[src/rtl/exec_pkg.sv]
// Shared types and constants for the execution-stage sequencing controller.
package exec_pkg;

  typedef enum logic [1:0] {
    CLS_INT   = 2'b00,
    CLS_FIXED = 2'b01,
    CLS_VEC   = 2'b10,
    CLS_ILL   = 2'b11
  } cls_e;

  localparam logic [2:0] OP_ADD = 3'b000;
  localparam logic [2:0] OP_SUB = 3'b001;
  localparam logic [2:0] OP_MUL = 3'b010;

  localparam logic [4:0] OP_NOP = 5'b11111;

  typedef enum logic [1:0] {
    S_IDLE,
    S_EXEC,
    S_HOLD
  } state_e;

  function automatic logic is_illegal(input logic [4:0] opc);
    return (opc[4:3] == CLS_ILL) ||
           !((opc[2:0] == OP_ADD) || (opc[2:0] == OP_SUB) || (opc[2:0] == OP_MUL));
  endfunction

endpackage

[src/rtl/exec_fwd_unit.sv]
// Forwarding tracker: remembers {valid, rd, class} of the last retired writing
// instruction and compares incoming sources against it, bypassing a same-edge retire.
module exec_fwd_unit
  import exec_pkg::*;
#(
  parameter int REG_ADDR_W = 4
) (
  input  logic                  clk,
  input  logic                  rst,
  input  logic                  upd_i,
  input  logic [REG_ADDR_W-1:0] upd_rd_i,
  input  cls_e                  upd_cls_i,
  input  logic [REG_ADDR_W-1:0] rs1_i,
  input  logic [REG_ADDR_W-1:0] rs2_i,
  input  cls_e                  cls_i,
  output logic                  sel_a_o,
  output logic                  sel_b_o
);

  logic                  trk_vld_q;
  logic [REG_ADDR_W-1:0] trk_rd_q;
  cls_e                  trk_cls_q;

  logic                  vld_eff;
  logic [REG_ADDR_W-1:0] rd_eff;
  cls_e                  cls_eff;

  always_ff @(posedge clk or posedge rst) begin
    if (rst) begin
      trk_vld_q <= 1'b0;
      trk_rd_q  <= '0;
      trk_cls_q <= CLS_INT;
    end else if (upd_i) begin
      trk_vld_q <= 1'b1;
      trk_rd_q  <= upd_rd_i;
      trk_cls_q <= upd_cls_i;
    end
  end

  // A retire on this edge must be visible to an instruction accepted on it.
  always_comb begin
    vld_eff = trk_vld_q;
    rd_eff  = trk_rd_q;
    cls_eff = trk_cls_q;
    if (upd_i) begin
      vld_eff = 1'b1;
      rd_eff  = upd_rd_i;
      cls_eff = upd_cls_i;
    end
  end

  assign sel_a_o = vld_eff && (rs1_i == rd_eff) && (cls_i == cls_eff);
  assign sel_b_o = vld_eff && (rs2_i == rd_eff) && (cls_i == cls_eff);

endmodule

[src/rtl/exec_ctrl.sv]
// Execution-stage sequencer: one instruction in flight, MUL latency counter, N/V/Z capture.
// Forwarding selects are built only when EXEC_CTRL_FWD_EN is defined; otherwise they stay 0.
module exec_ctrl
  import exec_pkg::*;
#(
  parameter int DATA_WIDTH  = 16,
  parameter int REG_ADDR_W  = 4,
  parameter int MUL_LATENCY = 3
) (
  input  logic                  clk,
  input  logic                  rst,
  input  logic                  in_valid,
  output logic                  in_ready,
  input  logic [4:0]            in_opcode,
  input  logic [REG_ADDR_W-1:0] in_rd,
  input  logic [REG_ADDR_W-1:0] in_rs1,
  input  logic [REG_ADDR_W-1:0] in_rs2,
  input  logic                  in_wb_en,
  output logic [4:0]            ex_opcode,
  output logic                  s_mux_A,
  output logic                  s_mux_B,
  input  logic [2:0]            alu_nvz_int,
  input  logic [2:0]            alu_nvz_fixed,
  input  logic [2:0]            alu_nvz_vec_any,
  output logic                  out_valid,
  input  logic                  out_ready,
  output logic [REG_ADDR_W-1:0] out_rd,
  output logic                  out_wb_en,
  output logic [1:0]            out_class,
  output logic [2:0]            flags,
  output logic                  illegal
);

  localparam logic [3:0] MUL_CNT = 4'(MUL_LATENCY - 1);

  if (DATA_WIDTH < 1 || MUL_LATENCY < 1 || MUL_LATENCY > 15) begin : g_param_chk
    $error("exec_ctrl: unsupported parameter values");
  end

  state_e                state_q, state_d;
  logic [3:0]            cnt_q, cnt_d;
  logic [4:0]            ex_opcode_q, ex_opcode_d;
  logic                  sel_a_q, sel_a_d, sel_b_q, sel_b_d;
  logic [REG_ADDR_W-1:0] out_rd_q, out_rd_d;
  logic                  out_wb_en_q, out_wb_en_d;
  logic [1:0]            out_class_q, out_class_d;
  logic [2:0]            flags_q, flags_d;
  logic [2:0]            nvz_q, nvz_d;
  logic                  illegal_q, illegal_d;
  logic                  ill_q, ill_d;

  logic       accept, retire, in_ill, in_mul, fwd_a, fwd_b;
  logic [2:0] nvz_sel;

  assign out_valid = ((state_q == S_EXEC) && (cnt_q == 4'd0)) || (state_q == S_HOLD);
  assign retire    = out_valid && out_ready;
  assign in_ready  = (state_q == S_IDLE) || retire;
  assign accept    = in_valid && in_ready;
  assign in_ill    = is_illegal(in_opcode);
  assign in_mul    = !in_ill && (in_opcode[2:0] == OP_MUL);

  always_comb begin
    case (cls_e'(out_class_q))
      CLS_INT:   nvz_sel = alu_nvz_int;
      CLS_FIXED: nvz_sel = alu_nvz_fixed;
      CLS_VEC:   nvz_sel = alu_nvz_vec_any;
      default:   nvz_sel = 3'b000;
    endcase
  end

`ifdef EXEC_CTRL_FWD_EN
  exec_fwd_unit #(.REG_ADDR_W(REG_ADDR_W)) u_fwd (
    .clk       (clk),
    .rst       (rst),
    .upd_i     (retire && out_wb_en_q),
    .upd_rd_i  (out_rd_q),
    .upd_cls_i (cls_e'(out_class_q)),
    .rs1_i     (in_rs1),
    .rs2_i     (in_rs2),
    .cls_i     (cls_e'(in_opcode[4:3])),
    .sel_a_o   (fwd_a),
    .sel_b_o   (fwd_b)
  );
`else
  logic unused_rs;
  assign unused_rs = ^{in_rs1, in_rs2};
  assign fwd_a     = 1'b0;
  assign fwd_b     = 1'b0;
`endif

  always_comb begin
    state_d     = state_q;
    cnt_d       = cnt_q;
    ex_opcode_d = ex_opcode_q;
    sel_a_d     = sel_a_q;
    sel_b_d     = sel_b_q;
    out_rd_d    = out_rd_q;
    out_wb_en_d = out_wb_en_q;
    out_class_d = out_class_q;
    flags_d     = flags_q;
    nvz_d       = nvz_q;
    illegal_d   = 1'b0;
    ill_d       = ill_q;

    if (state_q == S_EXEC) begin
      if (cnt_q != 4'd0) begin
        cnt_d = cnt_q - 4'd1;
      end else if (!out_ready) begin
        state_d = S_HOLD;
        nvz_d   = nvz_sel;
      end
    end

    // Flags come from the completion-cycle sample, even after a HOLD stretch.
    if (retire) begin
      if (!ill_q) flags_d = (state_q == S_HOLD) ? nvz_q : nvz_sel;
      state_d     = S_IDLE;
      ex_opcode_d = OP_NOP;
      sel_a_d     = 1'b0;
      sel_b_d     = 1'b0;
    end

    if (accept) begin
      state_d     = S_EXEC;
      cnt_d       = in_mul ? MUL_CNT : 4'd0;
      ex_opcode_d = in_ill ? OP_NOP : in_opcode;
      sel_a_d     = fwd_a;
      sel_b_d     = fwd_b;
      out_rd_d    = in_rd;
      out_wb_en_d = in_wb_en && !in_ill;
      out_class_d = in_opcode[4:3];
      illegal_d   = in_ill;
      ill_d       = in_ill;
    end
  end

  always_ff @(posedge clk or posedge rst) begin
    if (rst) begin
      state_q     <= S_IDLE;
      cnt_q       <= 4'd0;
      ex_opcode_q <= OP_NOP;
      sel_a_q     <= 1'b0;
      sel_b_q     <= 1'b0;
      out_rd_q    <= '0;
      out_wb_en_q <= 1'b0;
      out_class_q <= 2'b00;
      flags_q     <= 3'b000;
      nvz_q       <= 3'b000;
      illegal_q   <= 1'b0;
      ill_q       <= 1'b0;
    end else begin
      state_q     <= state_d;
      cnt_q       <= cnt_d;
      ex_opcode_q <= ex_opcode_d;
      sel_a_q     <= sel_a_d;
      sel_b_q     <= sel_b_d;
      out_rd_q    <= out_rd_d;
      out_wb_en_q <= out_wb_en_d;
      out_class_q <= out_class_d;
      flags_q     <= flags_d;
      nvz_q       <= nvz_d;
      illegal_q   <= illegal_d;
      ill_q       <= ill_d;
    end
  end

  assign ex_opcode = ex_opcode_q;
  assign s_mux_A   = sel_a_q;
  assign s_mux_B   = sel_b_q;
  assign out_rd    = out_rd_q;
  assign out_wb_en = out_wb_en_q;
  assign out_class = out_class_q;
  assign flags     = flags_q;
  assign illegal   = illegal_q;

endmodule

[config.mk]
export PLATFORM = sky130hd
export DESIGN_NAME = exec_ctrl
export DESIGN_NICKNAME = d
export VERILOG_FILES = /design/src/rtl/exec_pkg.sv /design/src/rtl/exec_fwd_unit.sv /design/src/rtl/exec_ctrl.sv
export SDC_FILE = /design/constraint.sdc
export NUM_CORES = 1
export LEC_CHECK = 0
export BUFFER_PORTS_ARGS = -buffer_cell sky130_fd_sc_hd__buf_2
export CORE_MARGIN = 2
export CORE_UTILIZATION = 53
export CTS_BUF_LIST = sky130_fd_sc_hd__clkbuf_8
export CTS_CLUSTER_DIAMETER = 150
export DETAILED_ROUTE_END_ITERATION = 12
export PLACE_DENSITY = 0.82
export SKIP_CTS_REPAIR_TIMING = 1
export SLEW_MARGIN = 20
export SYNTH_ARGS = -nofsm -noshare
export SYNTH_HDL_FRONTEND = slang
export SYNTH_HIERARCHICAL = 1
export SYNTH_SLANG_ARGS = --single-unit
[constraint.sdc]
create_clock -name clk -period 5.2 [get_ports clk]
set_input_delay 0.78 -clock clk [delete_from_list [all_inputs] [get_ports clk]]
set_output_delay 0.78 -clock clk [all_outputs]
set_load 0.02 [all_outputs]
==> Word level (Yosys, flattened, before mapping) <==
Index checks and enable logic that the tools add are counted.
{ "totals": {"regBits": 27, "inputBits": 31, "out_inout_bits": 20, "word_cells": 66} }
{ "classes": {"n_addsub": 1, "n_eq_ne": 9, "mux": 17, "n_bitwise": 3, "reduce_logical": 25} }
{ "op_table": {"columns": ["op", "count"], "rows": [
  ["5-bit two-way mux", 3],
  ["2-bit two-way mux", 6],
  ["4-bit two-way mux", 3],
  ["3-bit one-hot mux with 3 select lines", 1],
  ["2-bit == test (second input constant)", 3],
  ["3-bit AND reduction", 2],
  ["2-bit nonzero test", 3],
  ["1-bit logical AND", 5],
  ["1-bit logical OR", 5],
  ["2-bit by 1-bit == test with 1-bit output (second input constant)", 2],
  ["2-bit logical NOT", 2],
  ["4-bit logical NOT", 1],
  ["2-bit AND reduction", 2],
  ["4-bit nonzero test", 1],
  ["4-bit by 1-bit subtractor with 4-bit output (second input constant)", 1],
  ["3-bit by 1-bit == test with 1-bit output (second input constant)", 1],
  ["3-bit by 2-bit == test with 1-bit output (second input constant)", 1],
  ["3-bit logical NOT", 1],
  ["1-bit two-way mux", 3],
  ["3-bit two-way mux", 1],
  ["3-bit by 1-bit inequality test with 1-bit output (second input constant)", 1],
  ["3-bit inequality test (second input constant)", 1],
  ["1-bit NOT", 3],
  ["3-bit nonzero test", 1],
  ["1-bit logical NOT", 2]
]} }

==> Logic depth before layout (Yosys ltp) <==
Gate-level depths: netlist of run 1.
{ "depth": {"word_depth": 9, "depth_mapped": 7, "depth_no_buf": 6} }

==> Worst setup path before layout of run 1 <==
No wires, ideal clock.
{ "synth_path": {"kind": "input -> output", "startpoint": "input port out_ready", "endpoint": "output port in_ready", "t_arrival_ns": 1.304, "required_time_ns": 4.420, "path_slack_ns": 3.116, "path_stages": 3, "n_path_buf": 0, "path_cell_list": "nand4bb_1 > a21o_1 > nand2_1"} }
{ "synth_between": {"elab_chain_cells": 2} }
{ "synth_rtl": {"columns": ["element", "line_no", "rtl"], "rows": [
  ["from (decl)", "exec_ctrl.sv:26", "input logic out_ready,"],
  ["1-bit logical AND", "exec_ctrl.sv:56", "assign retire = out_valid && out_ready;"],
  ["1-bit logical OR", "exec_ctrl.sv:57", "assign in_ready = (state_q == S_IDLE) || retire;"],
  ["to (decl)", "exec_ctrl.sv:13", "output logic in_ready,"]
]} }
No other way between the ends.

==> Worst setup path after layout of run 1 <==
{ "layout_path": {"startpoint": "register cnt_q[0]", "endpoint": "output port out_valid"} }
{ "layout_between": {"elab_chain_cells": 3} }
{ "layout_rtl": {"columns": ["element", "line_no", "rtl"], "rows": [
  ["from (decl)", "exec_ctrl.sv:41", "logic [3:0] cnt_q, cnt_d;"],
  ["from (signal assigned)", "exec_ctrl.sv:153", "cnt_q <= cnt_d;"],
  ["4-bit logical NOT", "exec_ctrl.sv:55", "assign out_valid = ((state_q == S_EXEC) && (cnt_q == 4'd0)) || (state_q == S_HOLD);"],
  ["1-bit logical AND", "exec_ctrl.sv:55", null],
  ["1-bit logical OR", "exec_ctrl.sv:55", null],
  ["to (decl)", "exec_ctrl.sv:25", "output logic out_valid,"]
]} }
No other way between the ends.

==> flow_summary.toml, run 1 <==
[routing]
final_antenna_net_count = 0
remaining_drc_errors = 0
wirelength_microns = 2500
vias = 993
routedWlPerCell_microns = 14.0
routed_vias_inst = 5.55
drt-initial-drc-count = 9
drt-pass1-iter-count = 4

[setup_path]
crit-reg2reg-launch = "cnt_q[0]"
setup.worst_path.end = "out_valid"
timing.critical_path.arrival_ns = 1.65
critical_path.endpoint_type = "output pin"
timing.setup.critical_path_class = "reg -> out"
reg2reg_depth = 6
worst-path-stages = 6
critical_path_buf_inv_count = 2
crit_chain = "inv_1, ha_1, nor3b_1, nand2_1, nand2_1, buf_2"
worst-path-max-fanout = 5
r2r_slack_ns = 2.91
worst_setup_path_start_kind = "flop"
cp_data_required_time_ns = 4.42
cpMaxStageDelayCell = "dfrtp_1"
regToRegEndpoint = "ex_opcode[3]"
delay_contributed_by_the_slowest_stage_of_the_critical_path_ns = 0.39
critical-path-top-cell-by-count = "nand2_1"
worst_path_dominant_cell_family = "simple AND/OR/NAND/NOR gates"
worstSetupStartpoint = "cnt_q[0]"

[final_layout]
n_antenna_cell = 0
postLayoutCoreUtil_pct = 69.4
post_synthesis_to_final_layout_area_growth_pct = 21.3
postLayoutCellArea_sq_um = 1570
layout-drive-gt1-share_pct = 45.0
num-nets-final = 184

[synthesis]
synth.top_cells.by_area = "dfrtp_1 41%, mux2_2 13%, dfstp_2 10%"
syn_avg_cell_area_sq_um = 11.4
post-synth-top-count-cell = "dfrtp_1"
yosys_warnings = 6
synth_top_cells_by_count = "21 x dfrtp_1, 15 x mux2_2, 7 x nand2_1"
syn-instance-count = 113
number_of_enable_type_register_cells_in_the_synthesized_netlist = 0
count_of_different_cell_masters_after_synthesis = 33
postSynth.asyncResetShare_pct = 100
synth_sequential_area_ratio_pct = 50.9
share_of_the_synthesized_area_in_the_top_cell_type_pct = 40.7
ys_dominant_reg_cell = "dfrtp_1"
netlist.top_cell.by_area = "dfrtp_1"
postSynthRegisterBits = 26
synth.cell_area_sq_um = 1290

[sta]
timing.setup.tns_ns = 0
timing.final.setup_violations = 0
achievable-frequency_ghz = 0.412
relSlewSlack_pct = 38.1
timing.final.crit_share_pct = 46.7
report.final.slew_viol_count = 0
finalHoldViolations = 0
clock_skew_ns = 0.00756
min_period_ns = 2.43
max_slew.worst_pin.slew_ns = 0.928
rsz0062_at_grt = "false"

[clock_network]
clock_pin_slew_worst_setup_and_hold_paths_ns = 0.09
cell_at_the_root_of_the_clock_tree = "clkbuf_8"
inserted_clock_buffers = 3
clockBufferDepth = 2
tritoncts = "built"
clock_insertion_delay_worst_skew_ns = 0.28
ctsHtreeMaxLevel = 1
numClockSinks = 26

[power]
net-switching-power_w = 0.000412
power.combinational.fraction_pct = 47.9
seqPwrFrac_pct = 36.2
internal_power_w = 0.000640
static-leakage-power_nw = 0.742
power.density_nw_per_um2 = 672
vdd_drop_max_mv = 0.424
pwr-share-clk_pct = 15.9
power_switching_share_pct = 39.2
post-layout-total-power_w = 0.00105

[floorplanning]
chipWidth_microns = 53.3
effective_utilization_at_floorplan_pct = 57.2
fp.dieH_microns = 53.3
placement_rows = 17
io_pins = 51
die-area_sq_um = 2840
core_area_sq_um = 2250

[min_path]
hold_path_class = "reg -> reg"

[global_routing]
global_route.overflow_total = 0
via_count_of_the_first_global_routing_pass = 936
grt_antenna_before_repair = 0
wire_length_of_the_first_global_routing_pass_microns = 4150
largest_net_degree_at_the_start_of_global_routing = 27
groute.usage.overall_pct = 20.5

[placed_design]
hpwl_microns = 1940
placed_area_sq_um = 1490
gp_congestion = 0.755
place.port_buffers = 40

[run]
max_cap_viols = 0

[run_status]
status = "finished, final reports clean"
==> placed cells by master (no fill, tap or decap), drive strengths merged <==
cell type / count
xor2: 1
a221oi: 1
nor2b: 3
a31o: 1
o21a: 2
xnor2: 1
nand3b: 3
ha: 1
a21o: 2
a2bb2oi: 2
o21ai: 5
mux2i: 3
bufinv: 1
a21oi: 5
dfrtp: 21
o22a: 2
nand4b: 1
nand4bb: 1
or3b: 1
mux2: 15
buf: 40
clkbuf: 3
nand2b: 4
a311oi: 2
dfstp: 5
nor3: 1
nor3b: 2
nand3: 2
inv: 5
nor2: 6
conb: 2
nand2: 7
==> flip-flops by register name (all words and copies together), names as in the netlist <==
signal	count
illegal	1
state_q	2
nvz_q	3
cnt_q	4
out_wb_en	1
ill_q	1
ex_opcode	5
flags	3
out_rd	4
out_class	2
==> how the worst min path moves through the flow <==
stage / startpoint / to / cells after the start
2_1_floorplan: ill_q / ill_q / 1
3_3_place_gp: ill_q / ill_q / 1
3_5_place_dp: ill_q / ill_q / 1
4_1_cts: ill_q / ill_q / 1
5_1_grt: ex_opcode[0] / ex_opcode[0] / 1
6_report: ill_q / ill_q / 1
==> through the flow <==
stage                     instances  setup slack, ns  hold WS (ns)
after floorplan                 114             3.12         0.455
final                           179             2.77         0.491
after global routing            179             2.61         0.525
after global placement          175             2.76         0.468
after detailed placement        175             2.67         0.476
after CTS                       179             2.76         0.497
==> routing by layer <==
metal,track usage (%),part of all wire [%]
met4,7.69,1.2
met5,0,0
met1,26.7,44
met3,5.93,5.2
met2,31.9,49
==> final cells by class <==
cell class	count	area, sq um
Clock inverter	1	30.0
Sequential cell	26	657
Tap cell	28	35.0
Timing Repair Buffer	40	200
Inverter	5	18.8
Fill cell	187	689
Clock buffer	3	41.3
Multi-Input combinational cell	76	583
==> power by group through the flow <==
stage | logic, W | clock network [W] | registers [W]
after global routing | 0.000548 | 0.000176 | 0.000396
after floorplan | 0.000334 | 0 | 0.000430
final | 0.000504 | 0.000167 | 0.000380
after global placement | 0.000490 | 0 | 0.000379
after CTS | 0.000512 | 0.000168 | 0.000381
after detailed placement | 0.000511 | 0 | 0.000385
==> cells by family after synthesis <==
| group | after synthesis | synth area share, % |
|---|---|---|
| fa+ha+maj | 1 | 0.970 |
| compound gates | 22 | 13.0 |
| simple gates | 31 | 13.9 |
| flops | 26 | 50.9 |
| buf+inv | 12 | 4.17 |
| other cells | 1 | 0.291 |
| mux | 18 | 15.4 |
| xor+xnor | 2 | 1.36 |
Note: power is estimated with default switching activity, not from simulation.
==> run 2: changes to the inputs <==
--- a/config.mk
+++ b/config.mk
@@ -7,11 +7,11 @@
 export LEC_CHECK = 0
 export BUFFER_PORTS_ARGS = -buffer_cell sky130_fd_sc_hd__buf_2
 export CORE_MARGIN = 2
-export CORE_UTILIZATION = 53
+export CORE_UTILIZATION = 45
 export CTS_BUF_LIST = sky130_fd_sc_hd__clkbuf_8
 export CTS_CLUSTER_DIAMETER = 150
 export DETAILED_ROUTE_END_ITERATION = 12
-export PLACE_DENSITY = 0.82
+export PLACE_DENSITY = 0.74
 export SKIP_CTS_REPAIR_TIMING = 1
 export SLEW_MARGIN = 20
 export SYNTH_ARGS = -nofsm -noshare
==> constraint.sdc (replaced) <==
create_clock -name clk -period 2.2 [get_ports clk]
set_input_delay 0.33 -clock clk [delete_from_list [all_inputs] [get_ports clk]]
set_output_delay 0.33 -clock clk [all_outputs]
set_load 0.02 [all_outputs]
==> run 2 against run 1 <==
Utilization shrank 12 points. Via count decreased by 1.1%. Non-clock buffer count rose by 3. First-iteration DRC count up 56%. Clock power increased by 80%. Register-to-register slack lost 2.8 ns. Power is 130% higher. Critical path depth fell by 1. Clock skew decreased by 0.0057 ns. Cell count is 3.4% higher. Combinational power increased by 140%. Largest power group unchanged.
==> flow_summary.toml, run 2 (synthesis results as in run 1) <==
[run_status]
status = "finished, final reports clean"

[final_layout]
sequential_cell_area_sq_um = 657
n_antenna_cell = 0
mostFrequentLayoutCells = "40 x buf_2, 21 x dfrtp_1, 15 x mux2_2, 7 x nand2_1, 6 x nor2_1"
layout.cells.most_common = "buf_2"
multi_input_comb_area_sq_um = 583
num-nets-final = 187
layout-drive-gt1-share_pct = 46.1
largest_register_ffs = 5
post_synthesis_to_final_layout_area_growth_pct = 22.1
postLayoutCellArea_sq_um = 1580
finalNonFillerCells = 185
fillerInstances = 233

[min_path]
hold_path_class = "in -> async"

[routing]
wirelength_microns = 2450
vias = 982
remaining_drc_errors = 0
wl_met2_microns = 1190
top_layer = "met4"
routedWlPerCell_microns = 13.3
final_antenna_net_count = 0
drt-initial-drc-count = 14
routed-wl-met3_microns = 145
routed_vias_inst = 5.31
route.layer.met1.wl_microns = 1080
drt-pass1-iter-count = 6

[placed_design]
pre_cts_ws_ns = 0.166
gp_congestion = 0.733
placed_area_sq_um = 1520
place.port_buffers = 40
hpwl_microns = 1940
place_inst = 181

[sta]
achievable-frequency_ghz = 0.488
timing.final.setup_violations = 0
timing.setup.tns_ns = 0
timing.final.crit_share_pct = 93.1
timing.hold.ws_ns = 0.0956
relSlewSlack_pct = 65.8
clock_skew_ns = 0.00191
finalHoldViolations = 0
rsz0062_at_grt = "false"
fin_ws_ns = 0.152
max_slew.worst_pin.slew_ns = 0.512
min_period_ns = 2.05
report.final.slew_viol_count = 0

[floorplanning]
effective_utilization_at_floorplan_pct = 47.2
chipWidth_microns = 57.5
placement_rows = 19
io_pins = 51
die-area_sq_um = 3310
fp.dieH_microns = 57.5
core_area_sq_um = 2730

[power]
power.density_nw_per_um2 = 1530
pwr-share-clk_pct = 12.4
seqPwrFrac_pct = 37.5
net-switching-power_w = 0.000962
vdd_drop_max_mv = 0.904
internal_power_w = 0.00145
power_switching_share_pct = 39.8
power.combinational.fraction_pct = 50.1
static-leakage-power_nw = 0.750

[clock_network]
clock_pin_slew_worst_setup_and_hold_paths_ns = 0.08
ctsHtreeMaxLevel = 1
numClockSinks = 26
inserted_clock_buffers = 3
cell_at_the_root_of_the_clock_tree = "clkbuf_8"
clockBufferDepth = 2
clock_insertion_delay_worst_skew_ns = 0.26
tritoncts = "built"

[global_routing]
wire_length_of_the_first_global_routing_pass_microns = 4220
global_route.overflow_total = 0
groute.usage.overall_pct = 16.3
largest_net_degree_at_the_start_of_global_routing = 27
grt_antenna_before_repair = 0
via_count_of_the_first_global_routing_pass = 966

[run]
max_cap_viols = 0

[setup_path]
cp_data_required_time_ns = 2.36
worst_setup_path_start_kind = "flop"
reg2reg_depth = 5
worst-path-max-fanout = 6
timing.setup.critical_path_class = "reg -> reg"
critical_path.endpoint_type = "flop"
r2r_slack_ns = 0.15
crit-reg2reg-launch = "cnt_q[0]"
timing.critical_path.arrival_ns = 2.21
regToRegEndpoint = "nvz_q[0]"
==> run 2: area by class of cell <==
class	instances	area share, %
Sequential cell	26	41.7
Multi-Input combinational cell	76	37.0
Timing Repair Buffer	43	14.1
Clock buffer	4	3.49
Tap cell	31	2.46
Inverter	5	1.19
==> run 2: per-layer routing <==
metal / vias up / track usage [%]
met2: 30 / 25.8
met3: 5 / 3.17
met4: 0 / 5.98
met5: - / 0
met1: 473 / 22.2
li1: 474 / -
==> run 2: power by group through the flow <==
stage	sequential [W]	clock, W	combinational [W]
after floorplan	0.00102	0	0.000788
after global placement	0.000893	0	0.00120
after detailed placement	0.000918	0	0.00122
after CTS	0.000909	0.000306	0.00123
after global routing	0.000946	0.000322	0.00133
final	0.000905	0.000300	0.00121
==> run 2: how the worst max path moves through the flow <==
| stage | start | to | slack [ns] | cells after the start |
|---|---|---|---|---|
| after detailed placement | cnt_q[0] | nvz_q[2] | 0.17 | 5 |
| after floorplan | cnt_q[0] | nvz_q[0] | 0.23 | 6 |
| final | cnt_q[0] | nvz_q[0] | 0.15 | 5 |
| after global routing | cnt_q[0] | nvz_q[0] | 0.07 | 5 |
| after CTS | cnt_q[0] | nvz_q[2] | 0.15 | 5 |
| after global placement | cnt_q[0] | nvz_q[2] | 0.20 | 5 |
==> run 2: stage by stage <==
step	util (%)	total power (W)
floorplan	-	0.00181
global placement	55.6	0.00209
detailed placement	55.6	0.00214
CTS	57.6	0.00244
global route	57.6	0.00260
finish	57.6	0.00242
==> run 2: worst max-delay path: stages (launching register included) <==
cell     delay [ns]
dfrtp_1        0.38
inv_1          0.09
ha_1           0.22
or3b_2         0.53
nor3b_2        0.33
mux2_2         0.37
